### config.mk
export PLATFORM = sky130hd
export DESIGN_NAME = fetch_ctrl
export DESIGN_NICKNAME = d
export VERILOG_FILES = /design/src/rtl/fetch_ctrl.sv
export SDC_FILE = /design/constraint.sdc
export NUM_CORES = 1
export LEC_CHECK = 0
export ABC_AREA = 1
export CORE_MARGIN = 5
export CORE_UTILIZATION = 25
export DETAILED_ROUTE_END_ITERATION = 10
export GPL_ROUTABILITY_DRIVEN = 0
export PLACE_DENSITY = 0.47
export SLEW_MARGIN = 10
export SYNTH_ARGS = -nofsm -noshare
export SYNTH_HDL_FRONTEND = slang
export SYNTH_SLANG_ARGS = --single-unit
### constraint.sdc
create_clock -name clk -period 6.1 [get_ports clk]
set_input_delay 1.22 -clock clk [delete_from_list [all_inputs] [get_ports clk]]
set_output_delay 1.22 -clock clk [all_outputs]
set_load 0.01 [all_outputs]
### src/rtl/fetch_ctrl.sv
// rtl/fetch_ctrl.sv - instruction fetch controller with 2-entry issue buffer
module fetch_ctrl #(
    parameter logic [7:0] RESET_PC = 8'h00
) (
    input  logic        clk,
    input  logic        rst_n,
    input  logic        start_i,
    output logic [7:0]  pc_o,
    input  logic [15:0] instr_i,
    output logic [15:0] instr_o,
    output logic [7:0]  instr_pc_o,
    output logic        instr_valid_o,
    input  logic        instr_ready_i,
    input  logic        redirect_i,
    input  logic [7:0]  redirect_pc_i,
    output logic        busy_o,
    output logic        halt_o
);

    typedef enum logic [1:0] {
        S_IDLE  = 2'd0,
        S_FETCH = 2'd1,
        S_DRAIN = 2'd2,
        S_HALT  = 2'd3
    } state_t;

    state_t      state_q, state_d;
    logic [7:0]  pc_q, pc_d;
    logic [1:0]  count_q, count_d;

    // Buffer slot 0 is always the head; slot 1 is the second-oldest entry.
    logic [7:0]  e0_pc_q, e0_pc_d;
    logic [15:0] e0_instr_q, e0_instr_d;
    logic [7:0]  e1_pc_q, e1_pc_d;
    logic [15:0] e1_instr_q, e1_instr_d;

    logic        pop;
    logic        fetch_en;
    logic        halt_word;
    logic        push;
    logic        flush;

    assign instr_valid_o = (count_q != 2'd0);
    assign pop           = instr_valid_o && instr_ready_i;
    assign halt_word     = (instr_i[15:12] == 4'hF);

    // A fetch needs a free slot now, or one freed by a same-cycle pop;
    // a redirect always wins over fetching.
    assign fetch_en = (state_q == S_FETCH) && !redirect_i &&
                      ((count_q < 2'd2) || pop);
    assign push     = fetch_en && !halt_word;

    assign pc_o       = pc_q;
    assign instr_o    = e0_instr_q;
    assign instr_pc_o = e0_pc_q;
    assign busy_o     = (state_q == S_FETCH) || (state_q == S_DRAIN);
    assign halt_o     = (state_q == S_HALT);

    // Next-state, next-pc and buffer-clear decision.
    always_comb begin
        state_d = state_q;
        pc_d    = pc_q;
        flush   = 1'b0;
        unique case (state_q)
            S_IDLE, S_HALT: begin
                // start beats a simultaneous redirect; redirect alone is ignored here
                if (start_i) begin
                    state_d = S_FETCH;
                    pc_d    = RESET_PC;
                    flush   = 1'b1;
                end
            end
            S_FETCH: begin
                if (redirect_i) begin
                    state_d = S_FETCH;
                    pc_d    = redirect_pc_i;
                    flush   = 1'b1;
                end else if (fetch_en) begin
                    if (halt_word) begin
                        // HALT word is consumed here: nothing buffered, pc stays on it
                        state_d = S_DRAIN;
                    end else begin
                        pc_d = pc_q + 8'd1;
                    end
                end
            end
            S_DRAIN: begin
                if (redirect_i) begin
                    state_d = S_FETCH;
                    pc_d    = redirect_pc_i;
                    flush   = 1'b1;
                end else if (count_q == 2'd0) begin
                    state_d = S_HALT;
                end
            end
            default: begin
                state_d = S_IDLE;
            end
        endcase
    end

    // Buffer update: pop shifts slot 1 to the head, push lands at the tail.
    always_comb begin
        count_d    = count_q;
        e0_pc_d    = e0_pc_q;
        e0_instr_d = e0_instr_q;
        e1_pc_d    = e1_pc_q;
        e1_instr_d = e1_instr_q;
        unique case ({push, pop})
            2'b11: begin
                if (count_q == 2'd1) begin
                    e0_pc_d    = pc_q;
                    e0_instr_d = instr_i;
                end else begin
                    e0_pc_d    = e1_pc_q;
                    e0_instr_d = e1_instr_q;
                    e1_pc_d    = pc_q;
                    e1_instr_d = instr_i;
                end
            end
            2'b01: begin
                e0_pc_d    = e1_pc_q;
                e0_instr_d = e1_instr_q;
                count_d    = count_q - 2'd1;
            end
            2'b10: begin
                if (count_q == 2'd0) begin
                    e0_pc_d    = pc_q;
                    e0_instr_d = instr_i;
                end else begin
                    e1_pc_d    = pc_q;
                    e1_instr_d = instr_i;
                end
                count_d = count_q + 2'd1;
            end
            default: begin
                count_d = count_q;
            end
        endcase
        // Stale slot contents are left in place; count==0 marks them invalid.
        if (flush) begin
            count_d = 2'd0;
        end
    end

    // State register.
    always_ff @(posedge clk or negedge rst_n) begin
        if (!rst_n) begin
            state_q <= S_IDLE;
        end else begin
            state_q <= state_d;
        end
    end

    // Program counter, occupancy and buffer slots.
    always_ff @(posedge clk or negedge rst_n) begin
        if (!rst_n) begin
            pc_q       <= RESET_PC;
            count_q    <= 2'd0;
            e0_pc_q    <= 8'h00;
            e0_instr_q <= 16'h0000;
            e1_pc_q    <= 8'h00;
            e1_instr_q <= 16'h0000;
        end else begin
            pc_q       <= pc_d;
            count_q    <= count_d;
            e0_pc_q    <= e0_pc_d;
            e0_instr_q <= e0_instr_d;
            e1_pc_q    <= e1_pc_d;
            e1_instr_q <= e1_instr_d;
        end
    end

endmodule

Word level (Yosys, flattened, before mapping)
Index checks and enable logic that the tools add are counted.

cells by class
  $add $sub $neg = 3
  magnitude comparators = 1
  eq/ne operators = 17
  muxes and demuxes = 30
  reduce and logical (&&, ||, !) cells = 20

operators with widths
  operator             number
  $mux 8               9
  $mux 16              4
  $pmux 16 s3          1
  $pmux 8 s3           2
  $pmux 16 s2          1
  $pmux 8 s2           1
  $mux 2               7
  $ne 2x2->1 const B   5
  $ne 3x3->1 const B   3
  $add 8x1->8 const B  1
  $eq 2x2->1 const B   4
  $reduce_and 4->1     2
  $eq 2x1->1 const B   3
  $pmux 2 s3           1
  $reduce_bool 3->1    2
  $eq 4x4->1 const B   1
  $logic_and 1x1->1    4
  $logic_not 2->1      2
  $pmux 2 s2           1
  $reduce_bool 2->1    2
  $reduce_or 2->1      2
  $ne 3x2->1 const B   1
  $reduce_and 3->1     1
  $add 2x1->2 const B  1
  other kinds (7)      10

word-level totals
  flip-flop bits (word level) = 60
  input port bits = 29
  output and inout port bits = 35
  logic and storage cells = 78

Longest topological paths before layout
  depth after elaboration = 8
  mapped depth = 15
  mapped depth without buffers = 14

Worst setup path before layout
No wires, ideal clock.

  path type = input to register
  from = in redirect_i
  to = reg e0_instr_q[14], in the netlist instr_o[14]
  library setup time = 0.066 ns
  arrival time = 2.659 ns
  required time = 6.034 ns
  setup slack = 3.376 ns
  stages = 13
  path buffers = 2
  cell sequence = inv_2 > nand2_4 > nor2_2 > nand2_1 > inv_1 > ha_1 > inv_1 > buf_2 > clkbuf_1 > nand2_1 > nand2_1 > nand2_1 > nand2_1

between the ends
  cells in the longest elaborated chain, start to end = 7
  elaborated cells between the ends (all ways) = 11
  those cells by class = 4 x eq/ne; 1 x mux; 6 x reduce/logical

ends and longest elaborated chain
  element                                                                  RTL line  RTL
  from (decl)                                                              14        input logic redirect_i,
  $logic_not 1->1 *                                                        49        assign fetch_en = (state_q == S_FETCH) && !redirect_i &&
  $logic_and 1x1->1 * (2 in a row)                                         49
  $logic_and 1x1->1 *                                                      51        assign push = fetch_en && !halt_word;
  $eq 2x2->1 / $eq 2x1->1 (equally long branches)                          109       unique case ({push, pop})
  $ne 2x2->1 (no source line) / $reduce_bool 3->1 (equally long branches)  n/a
  $reduce_and 2->1 (no source line)                                        n/a
  to (signal assigned)                                                     168       e0_instr_q <= e0_instr_d;
  to (decl)                                                                33        logic [15:0] e0_instr_q, e0_instr_d;

Every way passes the cells marked *; elsewhere a longest branch is shown, timed or not.
A chain may end at the register's enable or synchronous reset.

Worst setup path after layout
  from = in instr_i[13]
  to = reg e0_instr_q[10], in the netlist instr_o[10]

between the ends
  cells in the longest elaborated chain, start to end = 6
  elaborated cells between the ends (all ways) = 10
  those cells by class = 5 x eq/ne; 1 x mux; 4 x reduce/logical

ends and longest elaborated chain
  element                                                                  RTL line  RTL
  from (decl)                                                              9         input logic [15:0] instr_i,
  $eq 4x4->1 *                                                             45        assign halt_word = (instr_i[15:12] == 4'hF);
  $logic_not 1->1 *                                                        51
  $logic_and 1x1->1 *                                                      51
  $eq 2x2->1 / $eq 2x1->1 (equally long branches)                          109
  $ne 2x2->1 (no source line) / $reduce_bool 3->1 (equally long branches)  n/a
  $reduce_and 2->1 (no source line)                                        n/a

Marks and branches as above.

==> summary.md <==
| Metric | Value |
|---|---|
| Detailed-router iteration count before antenna repair | 5 |
| RSZ-0062 raised after global routing | false |
| Portion of total power attributed to combinational logic | between 50% and 60% |
| Synthesized flop and latch total | 60 |
| Status | completed |
| Hold buffers post-CTS | 0 |
| Type of the worst setup path | input pin to register |
| Area growth from synthesis to final layout | 28.4% |
| Buffers inserted during post-CTS setup optimization | 0 |
| Total CTS buffers | 9 |
| Number of standard cells in the layout, taps in and fillers out | ~740 |
| Synth Net Count | roughly 540 |
| Aggregate global-route resource usage | ~12% |
| Synth Warn # | 0 |
| Post-synth EDFFs | 0 |
| Cells along the critical path | clkdlybuf4s50_1 > nand2_1 > nor2_1 > nor2_2 > nand2_1 > inv_1 > ha_1 > inv_1 > buf_4 > a21oi_1 > o21ai_0 > nand2_1 > nand2_1 > nand2_1 |
| Reg-to-reg critical path endpoint | instr_o[10]$_DFFE_PN0P_ |
| Die height | 129 um |
| Switching power as a share of total power | around 44% |
| Number of cells on the worst reg-to-reg path | 15 |
| Required arrival time at the worst endpoint | around 6.3 ns |
| Synthesized instance count | between 500 and 600 |
| Worst-Skew Late Latency | 0.32 ns |
| Max-cap violations | 0 |
| Net switching component of the power | 1.03 mW |
| Sequential fraction of the synthesis area | a little over two fifths |
| Final hold viol count | 0 |
| Number of standard-cell rows in the floorplan | 43 |
| Cell taking the most area after synthesis | dfrtp_1 |
| CP startpoint kind | input pin |
| Critical-path top delay cell | inv_1 |
| Detailed route wirelength on metal3 | between 600 and 700 um |
| Top routing layer in use | met4 |
| Crit path from | instr_i[13] |
| Number of nets still failing antenna checks after routing | 0 |
| Number of distinct standard cells referenced by the synthesized netlist | 24 |
| Family of cells with the greatest summed delay on the critical path | buffers and inverters |
| DRC viols | 0 |
| Setup-failing EPs final | 0 |
| Sequential share of power | between 20% and 30% |
| Routed metal-1 wirelength | roughly 4600 um |
| Pre-CTS setup slack | about 1.8 ns |
| Leading post-synthesis cells by cell area | dfrtp_1, nand2_1, o21ai_0 |
| Post-route clock period utilization | 64.8% |
| Drt first-iter violations | ~260 |
| Vias in the first global route | 3277 |
| Worst Clk Skew | 0.00402 ns |
| CORE AREA | about 0.014 mm^2 |
| H-tree levels | 3 |
| Worst-case setup margin in the final layout | 2.15 ns |
| Number of primary I/O pins | 64 |
| Wirelength, routed | 9900 um |
| Most used flip-flop cell after synthesis | dfrtp_1 |
| Clk pwr share | 19.4% |
| Capture point of the worst path | instr_o[10]$_DFFE_PN0P_ |
| Proportion of layout cells with a drive suffix above 1 | ~5.9% |
| Worst hold margin | a little over 0.5 ns |
| Drt via density | ~4.6 |
| Fraction of registers with async set or reset after synthesis | 100% |
| Buffers and inverters on the worst path | 4 |
| Post-cts sizing count | 0 |
| Max Clk Rate | between 200 and 300 MHz |
| Maximum number of pins on one net before global-route repair | about 60 |
| WL met2 | approximately 4500 um |
| Most frequent cell after synthesis | nand2_1 |
| Clock transition at the registers of the reported paths | 0.05 ns |
| Cell mode on critical path | nand2_1 |
| Number of antenna violations at the first check in global routing | 0 |
| Vias | approximately 3400 |
| Worst reg-to-reg setup slack | around 2.8 ns |
| Half-perimeter wire length after detailed placement | ~6600 um |
| Count of input and output buffers | 63 |
| Root buf cell | clkbuf_16 |
| Hold WC Path Type | register to register |
| Final antenna diode count | 0 |
| Sink Count | 60 |
| Cell count after placement | roughly 720 |
| Post-synth top cells | nand2_1, o21ai_0, dfrtp_1, inv_1, nand3_1 |
| Overall die width | 129 um |
| Effective utilization at floorplan | between 20 and 30% |
| Maximum cell stage delay along the critical path | around 0.74 ns |
| Time the final worst path needs with I/O delays and setup | 3.95 ns |
| Clock tree from TritonCTS | yes |
| Netlist Area Pre-Place | around 0.0036 mm^2 |
| Int Pwr | approximately 1.3 mW |
| Area enclosed by the die boundary | about 0.017 mm^2 |
| Max-slew violation count | 0 |
| Pin slew with the least headroom to its limit | a little over 1 ns |
| First-pass GRT wire length | 16300 um |
| Fin Setup TNS | 0 ns |
| P_leak | about 2.2 nW |
| Instance count on the critical path | 14 |
| IR Drop Worst-Case VDD | around 0.16 mV |
| Critical path peak fanout | 33 |
| Clock buffer depth | 2 |
| Overall power after layout | 2.35 mW |
| Number of nets in the layout | a little under 600 |
| Share of Yosys cell area claimed by the top area cell type | between 40% and 50% |
| Startpoint of the worst register-to-register path | count_q[1]$_DFFE_PN0P_ |
| Ratio of total power to cell area | slightly above 500 mW/mm^2 |
| Remaining max-slew budget at the tightest pin | a little under a third |
| Worst setup EP type | register |
| Wire length per cell after detailed routing | around 13 um |
| Synth Area per Inst | between 7 and 8 um^2 |
| Worst path arrival time | ~4.2 ns |
| Total overflow reported by the global router | 0 |
## flip-flops by register name (all words and copies together), names as in the netlist
| name | flops |
|---|---|
| e1_instr_q | 16 |
| instr_o | 16 |
| e1_pc_q | 8 |
| instr_pc_o | 8 |
| pc_o | 8 |
| count_q | 2 |
| state_q | 2 |
## power groups by stage
stage | sequential (mW) | combinational, mW | clock, mW
final | 0.695 | 1.20 | 0.456
after global routing | 0.722 | 1.36 | 0.493
after CTS | 0.696 | 1.22 | 0.475
after global placement | 0.698 | 1.19 | 0
after detailed placement | 0.701 | 1.21 | 0
after floorplan | 0.714 | 0.782 | 0
## per-stage QoR
step	utilization, %	instance area (um^2)
5_1_grt	32.8	4580
3_5_place_dp	30.9	4310
3_3_place_gp	30.9	4310
2_1_floorplan	-	3570
4_1_cts	32.8	4580
6_report	32.8	4580
## per-layer routing
layer,GRT usage (%),vias to the layer above
met2,19.2,106
met4,3.00,0
met1,16.7,1547
met5,0,-
li1,-,1726
met3,3.09,7
## cell families after synthesis
kind of cell | share of synthesized area, %
xor+xnor | 0.246
flops | 42.1
fa+ha+maj | 3.51
simple gates | 30.3
compound gates | 16.1
buf+inv | 7.75
## worst min-delay path, stage by stage (launching register included)
cell     delay, ns
dfrtp_1       0.34
nand3_1       0.07
nand2_1       0.06
## placed cells by master (no fill, tap or decap)
master,count
nand2_1,203
xnor2_1,1
clkbuf_16,9
buf_4,4
a22o_1,1
o21ai_0,82
clkinv_4,1
inv_1,35
nand3_4,1
inv_2,2
nor2_2,3
a21oi_1,25
nand2_4,5
nor2_1,12
o2111ai_1,1
nor3_1,1
buf_2,1
clkdlybuf4s50_1,62
clkbuf_8,1
clkinv_2,4
o211ai_1,1
nand3_1,31
dfrtp_1,60
ha_1,10
a21oi_2,1
o21ai_1,1
nor2_8,1
## how the worst min path moves through the flow
stage	startpoint	to	slack, ns	cells after the start
finish	instr_o[0]$_DFFE_PN0P_	instr_o[0]$_DFFE_PN0P_	0.50	2
global route	instr_o[12]$_DFFE_PN0P_	instr_o[12]$_DFFE_PN0P_	0.52	2
CTS	e1_pc_q[4]$_DFFE_PN0P_	e1_pc_q[4]$_DFFE_PN0P_	0.51	2
detailed placement	e1_pc_q[1]$_DFFE_PN0P_	e1_pc_q[1]$_DFFE_PN0P_	0.49	2
global placement	e1_instr_q[6]$_DFFE_PN0P_	e1_instr_q[6]$_DFFE_PN0P_	0.48	2
floorplan	e1_instr_q[0]$_DFFE_PN0P_	e1_instr_q[0]$_DFFE_PN0P_	0.47	2
## final cells by class
cell class / instances / area (um^2)
Fill cell: 1489 / 9360
Multi-Input combinational cell: 380 / 1790
Sequential cell: 60 / 1500
Timing Repair Buffer: 67 / 656
Clock buffer: 10 / 239
Tap cell: 180 / 225
Inverter: 37 / 139
Clock inverter: 5 / 28.8
Note: power is estimated with default switching activity, not from simulation.
